[config.mk]
export PLATFORM = sky130hd
export DESIGN_NAME = muxn_reg_flat
export DESIGN_NICKNAME = d
export VERILOG_FILES = /design/src/rtl/muxn_reg_if.sv /design/src/rtl/muxn_reg.sv /design/src/flat_wrapper.sv
export SDC_FILE = /design/constraint.sdc
export NUM_CORES = 1
export LEC_CHECK = 0
export CORE_MARGIN = 4
export CORE_UTILIZATION = 34
export CTS_BUF_LIST = sky130_fd_sc_hd__clkbuf_4
export DETAILED_ROUTE_END_ITERATION = 10
export PLACE_DENSITY = 0.85
export REMOVE_ABC_BUFFERS = 1
export SLEW_MARGIN = 0
export SYNTH_ARGS = -nofsm -noshare
export SYNTH_HDL_FRONTEND = slang
export SYNTH_SLANG_ARGS = --single-unit
export TNS_END_PERCENT = 30
[constraint.sdc]
create_clock -name clk -period 1.9 [get_ports clk]
set_clock_uncertainty 0.15 [all_clocks]
set_input_delay 0.19 -clock clk [delete_from_list [all_inputs] [get_ports clk]]
set_output_delay 0.19 -clock clk [all_outputs]
set_load 0.02 [all_outputs]
[src/rtl/muxn_reg_if.sv]
// N-channel mux bus: per-channel valid/ready inputs plus a registered output handshake.
// The sel_err flag exists only when MUXN_REG_SEL_ERR_EN is defined.
interface muxn_reg_if #(
  parameter int unsigned WL = 32,
  parameter int unsigned N  = 4
);
  localparam int unsigned SW = (N > 1) ? $clog2(N) : 1;

  logic [SW-1:0]   mux_sel;
  logic [N*WL-1:0] din;
  logic [N-1:0]    din_valid;
  logic [N-1:0]    din_ready;
  logic [WL-1:0]   dout;
  logic            dout_valid;
  logic            dout_ready;
  logic [SW-1:0]   dout_src;
`ifdef MUXN_REG_SEL_ERR_EN
  logic            sel_err;

  modport master (output mux_sel, din, din_valid, dout_ready,
                  input  din_ready, dout, dout_valid, dout_src, sel_err);
  modport slave  (input  mux_sel, din, din_valid, dout_ready,
                  output din_ready, dout, dout_valid, dout_src, sel_err);
`else
  modport master (output mux_sel, din, din_valid, dout_ready,
                  input  din_ready, dout, dout_valid, dout_src);
  modport slave  (input  mux_sel, din, din_valid, dout_ready,
                  output din_ready, dout, dout_valid, dout_src);
`endif
endinterface

[src/rtl/muxn_reg.sv]
// N-to-1 valid/ready mux with a single output register; explicit select (MODE 0) or round-robin (MODE 1).
// Optional out-of-range select flag enabled by MUXN_REG_SEL_ERR_EN.
module muxn_reg #(
  parameter int unsigned WL   = 32,
  parameter int unsigned N    = 4,
  parameter int unsigned MODE = 0
) (
  input logic     clk,
  input logic     rst,
  muxn_reg_if.slave bus
);
  localparam int unsigned SW = (N > 1) ? $clog2(N) : 1;

  logic [WL-1:0] dout_q;
  logic [SW-1:0] src_q;
  logic          valid_q;
  logic [SW-1:0] rr_ptr;

  logic          grant_valid;
  logic [SW-1:0] grant_idx;
  logic [WL-1:0] sel_word;
  logic          sel_valid;
  logic          load_ok;
  logic          xfer;

  // Grant: explicit select, or first valid channel scanning upward from rr_ptr with wrap.
  always_comb begin
    grant_valid = 1'b0;
    grant_idx   = '0;
    if (MODE == 0) begin
      if (32'(bus.mux_sel) < N) begin
        grant_valid = 1'b1;
        grant_idx   = bus.mux_sel;
      end
    end else begin
      for (int unsigned k = 0; k < N; k++) begin
        if (!grant_valid && bus.din_valid[SW'((32'(rr_ptr) + k) % N)]) begin
          grant_valid = 1'b1;
          grant_idx   = SW'((32'(rr_ptr) + k) % N);
        end
      end
    end
  end

  // Pick the granted channel's word and valid.
  always_comb begin
    sel_word  = '0;
    sel_valid = 1'b0;
    for (int unsigned i = 0; i < N; i++) begin
      if (grant_valid && (grant_idx == SW'(i))) begin
        sel_word  = bus.din[i*WL +: WL];
        sel_valid = bus.din_valid[i];
      end
    end
  end

  assign load_ok       = !valid_q || bus.dout_ready;
  assign xfer          = !rst && load_ok && grant_valid && sel_valid;
  assign bus.din_ready = (!rst && load_ok && grant_valid) ? (N'(1) << grant_idx) : '0;

  assign bus.dout       = dout_q;
  assign bus.dout_src   = src_q;
  assign bus.dout_valid = valid_q;

  // Output register: load on transfer, clear valid on take, otherwise hold.
  always_ff @(posedge clk) begin
    if (rst) begin
      dout_q  <= '0;
      src_q   <= '0;
      valid_q <= 1'b0;
    end else if (xfer) begin
      dout_q  <= sel_word;
      src_q   <= grant_idx;
      valid_q <= 1'b1;
    end else if (bus.dout_ready) begin
      valid_q <= 1'b0;
    end
  end

  // Round-robin pointer moves just past the channel that transferred.
  always_ff @(posedge clk) begin
    if (rst) begin
      rr_ptr <= '0;
    end else if ((MODE == 1) && xfer) begin
      rr_ptr <= (grant_idx == SW'(N - 1)) ? '0 : grant_idx + SW'(1);
    end
  end

`ifdef MUXN_REG_SEL_ERR_EN
  logic sel_err_q;

  always_ff @(posedge clk) begin
    if (rst) begin
      sel_err_q <= 1'b0;
    end else begin
      sel_err_q <= (MODE == 0) && load_ok && (32'(bus.mux_sel) >= N);
    end
  end

  assign bus.sel_err = sel_err_q;
`endif

endmodule

[src/flat_wrapper.sv]
// flat-port wrapper written by rule: the top's interface ports become plain ports
module muxn_reg_flat 
#(
  parameter int unsigned WL   = 32,
  parameter int unsigned N    = 4,
  parameter int unsigned MODE = 0
)
  (clk, rst, bus_mux_sel, bus_din, bus_din_valid, bus_dout_ready, bus_din_ready, bus_dout, bus_dout_valid, bus_dout_src);
  muxn_reg_if #(.WL(WL), .N(N)) bus_i ();
  input logic clk;
  input logic rst;
  input wire logic [$bits(bus_i.mux_sel)-1:0] bus_mux_sel;
  input wire logic [$bits(bus_i.din)-1:0] bus_din;
  input wire logic [$bits(bus_i.din_valid)-1:0] bus_din_valid;
  input wire logic [$bits(bus_i.dout_ready)-1:0] bus_dout_ready;
  output wire logic [$bits(bus_i.din_ready)-1:0] bus_din_ready;
  output wire logic [$bits(bus_i.dout)-1:0] bus_dout;
  output wire logic [$bits(bus_i.dout_valid)-1:0] bus_dout_valid;
  output wire logic [$bits(bus_i.dout_src)-1:0] bus_dout_src;
  assign bus_i.mux_sel = bus_mux_sel;
  assign bus_i.din = bus_din;
  assign bus_i.din_valid = bus_din_valid;
  assign bus_i.dout_ready = bus_dout_ready;
  assign bus_din_ready = bus_i.din_ready;
  assign bus_dout = bus_i.dout;
  assign bus_dout_valid = bus_i.dout_valid;
  assign bus_dout_src = bus_i.dout_src;
  muxn_reg #(.WL(WL), .N(N), .MODE(MODE)) u_core (.clk(clk), .rst(rst), .bus(bus_i));
endmodule
======== Yosys cells after proc, flatten, opt, wreduce, memory -nomap -nowiden ========
Index checks and enable logic that the tools add are counted.
W data, S select, Z words.
word-level totals
  latch bits .............................. 0
  memories ................................ 0
  output and inout bits ................... 39
  bits of input ports ..................... 137
  bits in registers ....................... 35
  RAM bits ................................ 0
  logic and storage cells ................. 25
  ROM bits ................................ 0
operators by class
  shift-type cells ........................ 1
  $mul .................................... 0
  divide/modulo/power cells ............... 0
  magnitude comparators ................... 0
  bitwise operators ....................... 0
  equality and inequality tests ........... 3
  mux-type cells .......................... 11
  reductions and logical operators ........ 7
  add/sub/neg operators ................... 0
operators with widths
  kind                   number
  $mux W32               4
  $mux W1                6
  $eq A2 B2 Y1 const B   2
  $mux W4                1
  $shl A1 B2 Y4 const A  1
  $eq A2 B1 Y1 const B   1
  $logic_and A1 B1 Y1    2
  $logic_not A1 Y1       2
  $logic_not A2 Y1       1
  $reduce_bool A2 Y1     1
  $logic_or A1 B1 Y1     1

======== Depth between registers and ports, before layout ========
Gate-level depths: netlist (run 1).
  depth after elaboration ................. 7
  mapped depth ............................ 6
  mapped depth without buffers ............ 4

======== Worst setup path after synthesis (run 1) ========
OpenSTA, ideal clock, no wires.
  path kind ............................... input to output
  start ................................... input bus_mux_sel[1]
  end ..................................... output bus_din_ready[2]
  path slack .............................. 0.178 ns
  buffers on the path ..................... 2
  data required time ...................... 1.560 ns
  arrival time ............................ 1.382 ns
  cell stages on the path ................. 4
  cells stage by stage .................... buf_2 -> buf_2 -> inv_1 -> nor4_1
on the way
  word-level cells in the longest chain between the ends .. 2
ends and longest elaborated chain
  element          RTL line            RTL
  start, declared  flat_wrapper.sv:12  input wire logic [$bits(bus_i.mux_sel)-1:0] bus_mux_sel;
  $shl A1 B2 Y4    muxn_reg.sv:59      assign bus.din_ready = (!rst && load_ok && grant_valid) ? (N'(1) << grant_idx) : '0;
  $mux W4          muxn_reg.sv:59
  end, declared    flat_wrapper.sv:16  output wire logic [$bits(bus_i.din_ready)-1:0] bus_din_ready;
Every way passes these cells.

======== Worst setup path in the final report (run 1) ========
  start ................................... register u_core.valid_q, in the netlist u_core.bus.dout_valid
  end ..................................... output bus_din_ready[1]
on the way
  word-level cells in the longest chain between the ends .. 4
ends and longest elaborated chain
  element                 RTL line        RTL
  start, declared         muxn_reg.sv:16  logic valid_q;
  start signal, assigned  muxn_reg.sv:70  valid_q <= 1'b0;
  start signal, assigned  muxn_reg.sv:74  valid_q <= 1'b1;
  start signal, assigned  muxn_reg.sv:76  valid_q <= 1'b0;
  $logic_not A1 Y1        muxn_reg.sv:57  assign load_ok = !valid_q || bus.dout_ready;
  $logic_or A1 B1 Y1      muxn_reg.sv:57
  $logic_and A1 B1 Y1     muxn_reg.sv:59
  $mux W4                 muxn_reg.sv:59
Every way passes these cells.

==> results.py, run 1 <==
metrics = {
    "logic_synthesis": {
        "ys_seq_elements": 35,
        "synth_mux_area_share_pct": 34.2,
        "synth_cell_types": 22,
        "postSynthCellCount": 211,
        "yosysSeqAreaShare_pct": 32.3,
        "synth-adder-area-share_pct": 0,
        "yosysWarnings": 0,
        "netlist_area_um2": 2170,
        "synth_top_family_by_area": "multiplexers",
        "synth-simple-area-share_pct": 11.1,
        "synth_area_per_cell_um2": 10.3,
        "synth_xor_area_share_pct": 0,
        "synth-compound-area-share_pct": 15.9,
    },
    "run": {
        "maxCapViolCount": 0,
    },
    "routing": {
        "vias": 2469,
        "drc_errors": 0,
        "wl_um": 7980,
        "first_pass_iters": 4,
        "via_per_inst": 5.41,
        "drt_iter0_markers": 66,
        "drtAntennaViolNets": 0,
        "avgRoutedWirePerCell_um": 17.5,
    },
    "floorplan": {
        "fp-row-count": 28,
        "die_y_um": 87.9,
        "die_area_um2": 7730,
        "dieWidth_um": 87.9,
        "io-pin-count": 176,
        "core-area_um2": 6060,
        "start_util_pct": 35.8,
    },
    "run_status": {
        "status": "completed",
    },
    "power_and_ir_drop": {
        "power.density_nw_per_um2": 516,
        "peakVddDrop_mv": 0.305,
        "leakagePower_uw": 0.00145,
    },
    "timing": {
        "whs_ps": 214,
        "setup_viol": 0,
        "finalMaxSlewViolations": 0,
        "slew_headroom_pct": 81.3,
        "hold_viol_final": 0,
        "fmax_mhz": 559,
        "fin_crit_ps": 1790,
        "worst_slew_pin_slew_ps": 281,
        "fin_crit_sh_pct": 94.1,
        "worst_slack_ps": 111,
        "tns_ps": 0,
        "rsz0062_at_grt": "no",
    },
    "cells_and_area": {
        "antenna_cells": 0,
        "nets": 517,
        "area_growth_pct": 88.1,
        "drive_gt1_share_pct": 15.5,
        "fillers": 490,
    },
    "placed_design": {
        "globalplace.congestion": 0.753,
        "place_hpwl_um": 6450,
        "io_buffers": 175,
        "place_ws_ps": -219,
    },
    "clock_network": {
        "clock-sinks": 35,
        "cts_made_buffers": 5,
        "clkLatencyLatePin_ps": 330,
        "cts_hold_buf": 0,
        "cts_setup_buffers": 0,
        "path_clk_slew_ps": 100,
        "cts_tree": "yes",
        "h-tree-depth": 2,
        "clock_path_buffers": 2,
        "cts_root_buf": "clkbuf_4",
    },
    "setup_path": {
        "worstSetupPathType": "register to output pin",
        "end_kind": "output pin",
        "startpoint_type": "register",
        "crit_arrival_ps": 1450,
        "required_ps": 1560,
        "cp_max_fo": 5,
    },
    "global_route": {
        "grt_pass1_vias": 2609,
        "grt_usage_pct": 20.5,
        "grt_max_degree": 35,
        "grt_remaining_overflow": 0,
        "grt_pass1_wl_um": 12100,
        "grt_antenna_before_repair": 0,
    },
    "min_path": {
        "hold_class": "input pin to register",
    },
}
synthesized netlist by cell type:
| cell | number | area, µm² |
|---|---|---|
| nor3_2 | 1 | 10.0 |
| nand2b_1 | 1 | 6.26 |
| or3_1 | 1 | 6.26 |
| inv_1 | 1 | 3.75 |
| a21oi_1 | 35 | 175 |
| dfxtp_1 | 35 | 701 |
| buf_4 | 2 | 15.0 |
| buf_2 | 13 | 65.1 |
| buf_6 | 2 | 22.5 |
| nor2_1 | 2 | 7.51 |
| mux2_2 | 1 | 11.3 |
| and3_1 | 3 | 18.8 |
| mux4_2 | 32 | 721 |
| mux2i_1 | 1 | 10.0 |
| nor2b_1 | 1 | 6.26 |
| clkbuf_1 | 8 | 30.0 |
| o21ai_0 | 29 | 145 |
| nor4_1 | 2 | 12.5 |
| nand2_1 | 1 | 3.75 |
| nand3_1 | 34 | 170 |
| o21ai_1 | 5 | 25.0 |
| clkbuf_2 | 1 | 5.00 |
where the power goes:
| group | internal (µW) | leakage [µW] | switching, µW |
|---|---|---|---|
| logic | 541 | 0.00113 | 332 |
| clock network | 173 | 0.0000361 | 234 |
| registers | 797 | 0.000288 | 30.9 |
| total | 1510 | 0.00145 | 597 |
metrics by stage:
step                      utilization (%)  total power (µW)  instances  area, µm²
after floorplan                         -              1170        185       2030
after global placement               66.4              1700        448       4020
after detailed placement             66.4              1720        448       4020
after CTS                            67.3              2140        456       4080
after global routing                 67.4              2220        456       4080
final                                67.4              2110        456       4080
routing by layer:
layer	wire (µm)	GRT usage (%)	up-vias
li1	-	-	1157
met2	4300	38.8	131
met5	0	0	-
met1	2530	20.1	1161
met3	947	7.24	20
met4	208	7.95	0
flip-flops by register name, indices dropped and copies added (netlist names):
name and count:
u_core.bus.dout 32, u_core.bus.dout_src 2, u_core.bus.dout_valid 1
final cells by class:
type                            instances  area, µm²  area share (%)
Tap cell                               75       93.8            2.30
Sequential cell                        35        702            17.2
Clock inverter                          1       5.00           0.123
Timing Repair Buffer                  188       1880            46.1
Multi-Input combinational cell        149       1340            32.9
Clock buffer                            7       52.6            1.29
Inverter                                1       3.75          0.0919
layout by cell type, fill, tap and decap left out, drive strengths merged:
| cell | instances |
|---|---|
| a21oi | 35 |
| and3 | 3 |
| clkdlybuf4s50 | 169 |
| nor3 | 1 |
| mux4 | 32 |
| clkinv | 1 |
| nand2 | 1 |
| buf | 15 |
| dlygate4sd2 | 4 |
| or3 | 1 |
| nand2b | 1 |
| nor2 | 2 |
| inv | 1 |
| nor2b | 1 |
| o21ai | 34 |
| nand3 | 34 |
| dfxtp | 35 |
| mux2 | 1 |
| clkbuf | 7 |
| mux2i | 1 |
| nor4 | 2 |
final timing paths:
path / end / start / slack, ps / depth (start not counted)
max: bus_din_ready[1] / u_core.bus.dout_valid / 110 / 4
min: u_core.bus.dout_valid / bus_mux_sel[1] / 210 / 5
max reg2reg: u_core.bus.dout_src[1] / u_core.bus.dout_valid / 360 / 5
min reg2reg: u_core.bus.dout[28] / u_core.bus.dout[28] / 320 / 2
cells by family after synthesis:
group           count (synthesis)
flops                          35
buf+inv                        27
mux                            34
simple gates                   46
compound gates                 69
critical path, stage by stage (launching register included):
cell,delay (ps)
dfxtp_2,360
nor2b_4,180
nor2_1,60
and3_1,190
dlygate4sd2_1,320
what timing repair did:
item / CTS / global route
resized for setup: 5 / 2
cloned: 0 / 0
setup endpoints to repair: 4 / 2
Power figures use the tool's default switching activity.
==> run 2: changes to the inputs <==
--- a/config.mk
+++ b/config.mk
@@ -6,10 +6,10 @@
 export NUM_CORES = 1
 export LEC_CHECK = 0
 export CORE_MARGIN = 4
-export CORE_UTILIZATION = 34
+export CORE_UTILIZATION = 28
 export CTS_BUF_LIST = sky130_fd_sc_hd__clkbuf_4
 export DETAILED_ROUTE_END_ITERATION = 10
-export PLACE_DENSITY = 0.85
+export PLACE_DENSITY = 0.73
 export REMOVE_ABC_BUFFERS = 1
 export SLEW_MARGIN = 0
 export SYNTH_ARGS = -nofsm -noshare
==> run 2 against run 1 <==
Net effect: design area grew 0.58%; highest routed layer unchanged; die area increased by 19%; routed wire length barely moved; via count shrank 1.9%.
==> results.py, run 2 (same netlist as run 1, synthesis figures left out) <==
metrics = {
    "run_status": {
        "status": "completed",
    },
    "clock_network": {
        "h-tree-depth": 2,
        "cts_root_buf": "clkbuf_4",
        "cts_setup_buffers": 0,
        "cts_made_buffers": 5,
        "clock-sinks": 35,
        "clkLatencyLatePin_ps": 320,
        "path_clk_slew_ps": 100,
        "clock_path_buffers": 2,
        "cts_tree": "yes",
    },
    "global_route": {
        "grt_remaining_overflow": 0,
        "grt_pass1_wl_um": 11800,
        "grt_max_degree": 36,
        "grt_pass1_vias": 2508,
        "grt_antenna_before_repair": 0,
        "grt_usage_pct": 16.8,
    },
    "timing": {
        "fmax_mhz": 557,
        "whs_ps": 235,
        "finalMaxSlewViolations": 0,
        "fin_crit_sh_pct": 94.5,
        "fin_crit_ps": 1800,
        "setup_viol": 0,
        "worst_slew_pin_slew_ps": 377,
        "rsz0062_at_grt": "no",
        "hold_viol_final": 0,
        "slew_headroom_pct": 74.9,
    },
    "min_path": {
        "hold_class": "input pin to register",
        "min_from": "bus_mux_sel[1]",
        "holdPathEnd": "u_core.bus.dout_valid",
        "hold_depth": 5,
    },
    "routing": {
        "vias": 2421,
        "drtAntennaViolNets": 0,
        "first_pass_iters": 6,
        "via_per_inst": 5.05,
        "avgRoutedWirePerCell_um": 16.7,
        "drc_errors": 0,
        "wl_um": 7990,
        "drt_iter0_markers": 95,
    },
    "setup_path": {
        "cp_max_fo": 4,
        "max_stage_delay_ps": 390,
        "worstSetupPathType": "register to output pin",
        "end_kind": "output pin",
        "crit_arrival_ps": 1460,
        "startpoint_type": "register",
        "rr_worst_depth": 7,
        "crit_family": "simple AND/OR/NAND/NOR gates",
        "slowest_stage": "dfxtp_1",
        "required_ps": 1560,
        "crit_chain": "nor2b_4, nor2_1, and3_1, dlygate4sd2_1",
        "rr_endpoint": "u_core.bus.dout[29]",
        "r2r_start": "u_core.bus.dout_valid",
        "crit_buf_inv": 1,
        "regToRegSetupSlack_ps": 220,
    },
    "cells_and_area": {
        "antenna_cells": 0,
        "drive_gt1_share_pct": 15.0,
        "nets": 518,
        "multiInputGateArea_um2": 1340,
        "regArea_um2": 701,
        "largest_reg_flops": 32,
        "fillers": 657,
        "layout_common_cells": "clkdlybuf4s50_1, a21oi_1, dfxtp_1, nand3_1, mux4_2",
        "post-route-util_pct": 55.4,
        "layout_commonest_cell": "clkdlybuf4s50_1",
        "area_growth_pct": 89.2,
    },
    "placed_design": {
        "globalplace.congestion": 0.825,
        "io_buffers": 175,
        "place_hpwl_um": 6270,
    },
    "floorplan": {
        "core-area_um2": 7410,
        "die_y_um": 96.1,
        "io-pin-count": 176,
        "dieWidth_um": 96.1,
        "start_util_pct": 29.3,
        "fp-row-count": 31,
        "die_area_um2": 9230,
    },
    "run": {
        "maxCapViolCount": 0,
    },
    "power_and_ir_drop": {
        "power.density_nw_per_um2": 504,
        "leakagePower_uw": 0.00145,
        "peakVddDrop_mv": 0.250,
    },
}
run 2: cell count changes in the layout (fill, tap and decap cells not counted), sizes merged:
cell	change
clkinv	-1
clkbuf	-1
buf	+1
run 2: layout make-up:
type | count | share of cell area (%)
multi-input combinational | 149 | 32.7
tap | 99 | 3.02
timing repair buffer | 189 | 46.1
clock buffer | 6 | 1.10
inverter | 1 | 0.0914
sequential | 35 | 17.1
run 2: through the flow:
step                      instances  TNS, ps  total power (µW)  setup WS [ps]  instance area (µm²)
after floorplan                 185    -1160              1170          -41.4                 2030
after global routing            479        0              2200           12.9                 4110
after CTS                       479        0              2100           88.0                 4100
after global placement          473    -86.5              1710          -35.4                 4060
after detailed placement        473     -970              1720          -74.5                 4060
final                           479        0              2070            104                 4110
run 2: worst max path at each step:
| stage | startpoint | endpoint | cells past startpoint |
|---|---|---|---|
| floorplan | u_core.bus.dout_valid | u_core.bus.dout[0] | 4 |
| global placement | bus_dout_ready | bus_din_ready[3] | 5 |
| detailed placement | bus_dout_ready | bus_din_ready[3] | 5 |
| CTS | u_core.bus.dout_valid | bus_din_ready[1] | 4 |
| global route | u_core.bus.dout_valid | bus_din_ready[1] | 4 |
| finish | u_core.bus.dout_valid | bus_din_ready[1] | 4 |
run 2: timing repair:
action                                  CTS  global route
endpoints found under the setup margin    4             2
pin swaps                                 0             0
hold buffers                              0             0
gates resized for setup                   5             1
run 2: worst min-delay path, cell delays in order:
cell	delay, ps
buf_2	160
inv_1	130
nand2_1	60
o21ai_0	60
a21oi_1	70
run 2: per-layer routing:
layer	part of all wire [%]	track usage, %	wire (µm)
met5	0	0	0
met4	0.68	3.20	54
met3	9.8	5.16	785
met2	52	30.5	4150
met1	38	19.3	3000
run 2: where the power goes:
part | leakage [µW] | switching, µW | internal (µW)
Sequential | 0.000288 | 30.2 | 796
Combinational | 0.00113 | 334 | 541
Clock | 0.0000276 | 222 | 146
Total | 0.00145 | 586 | 1480
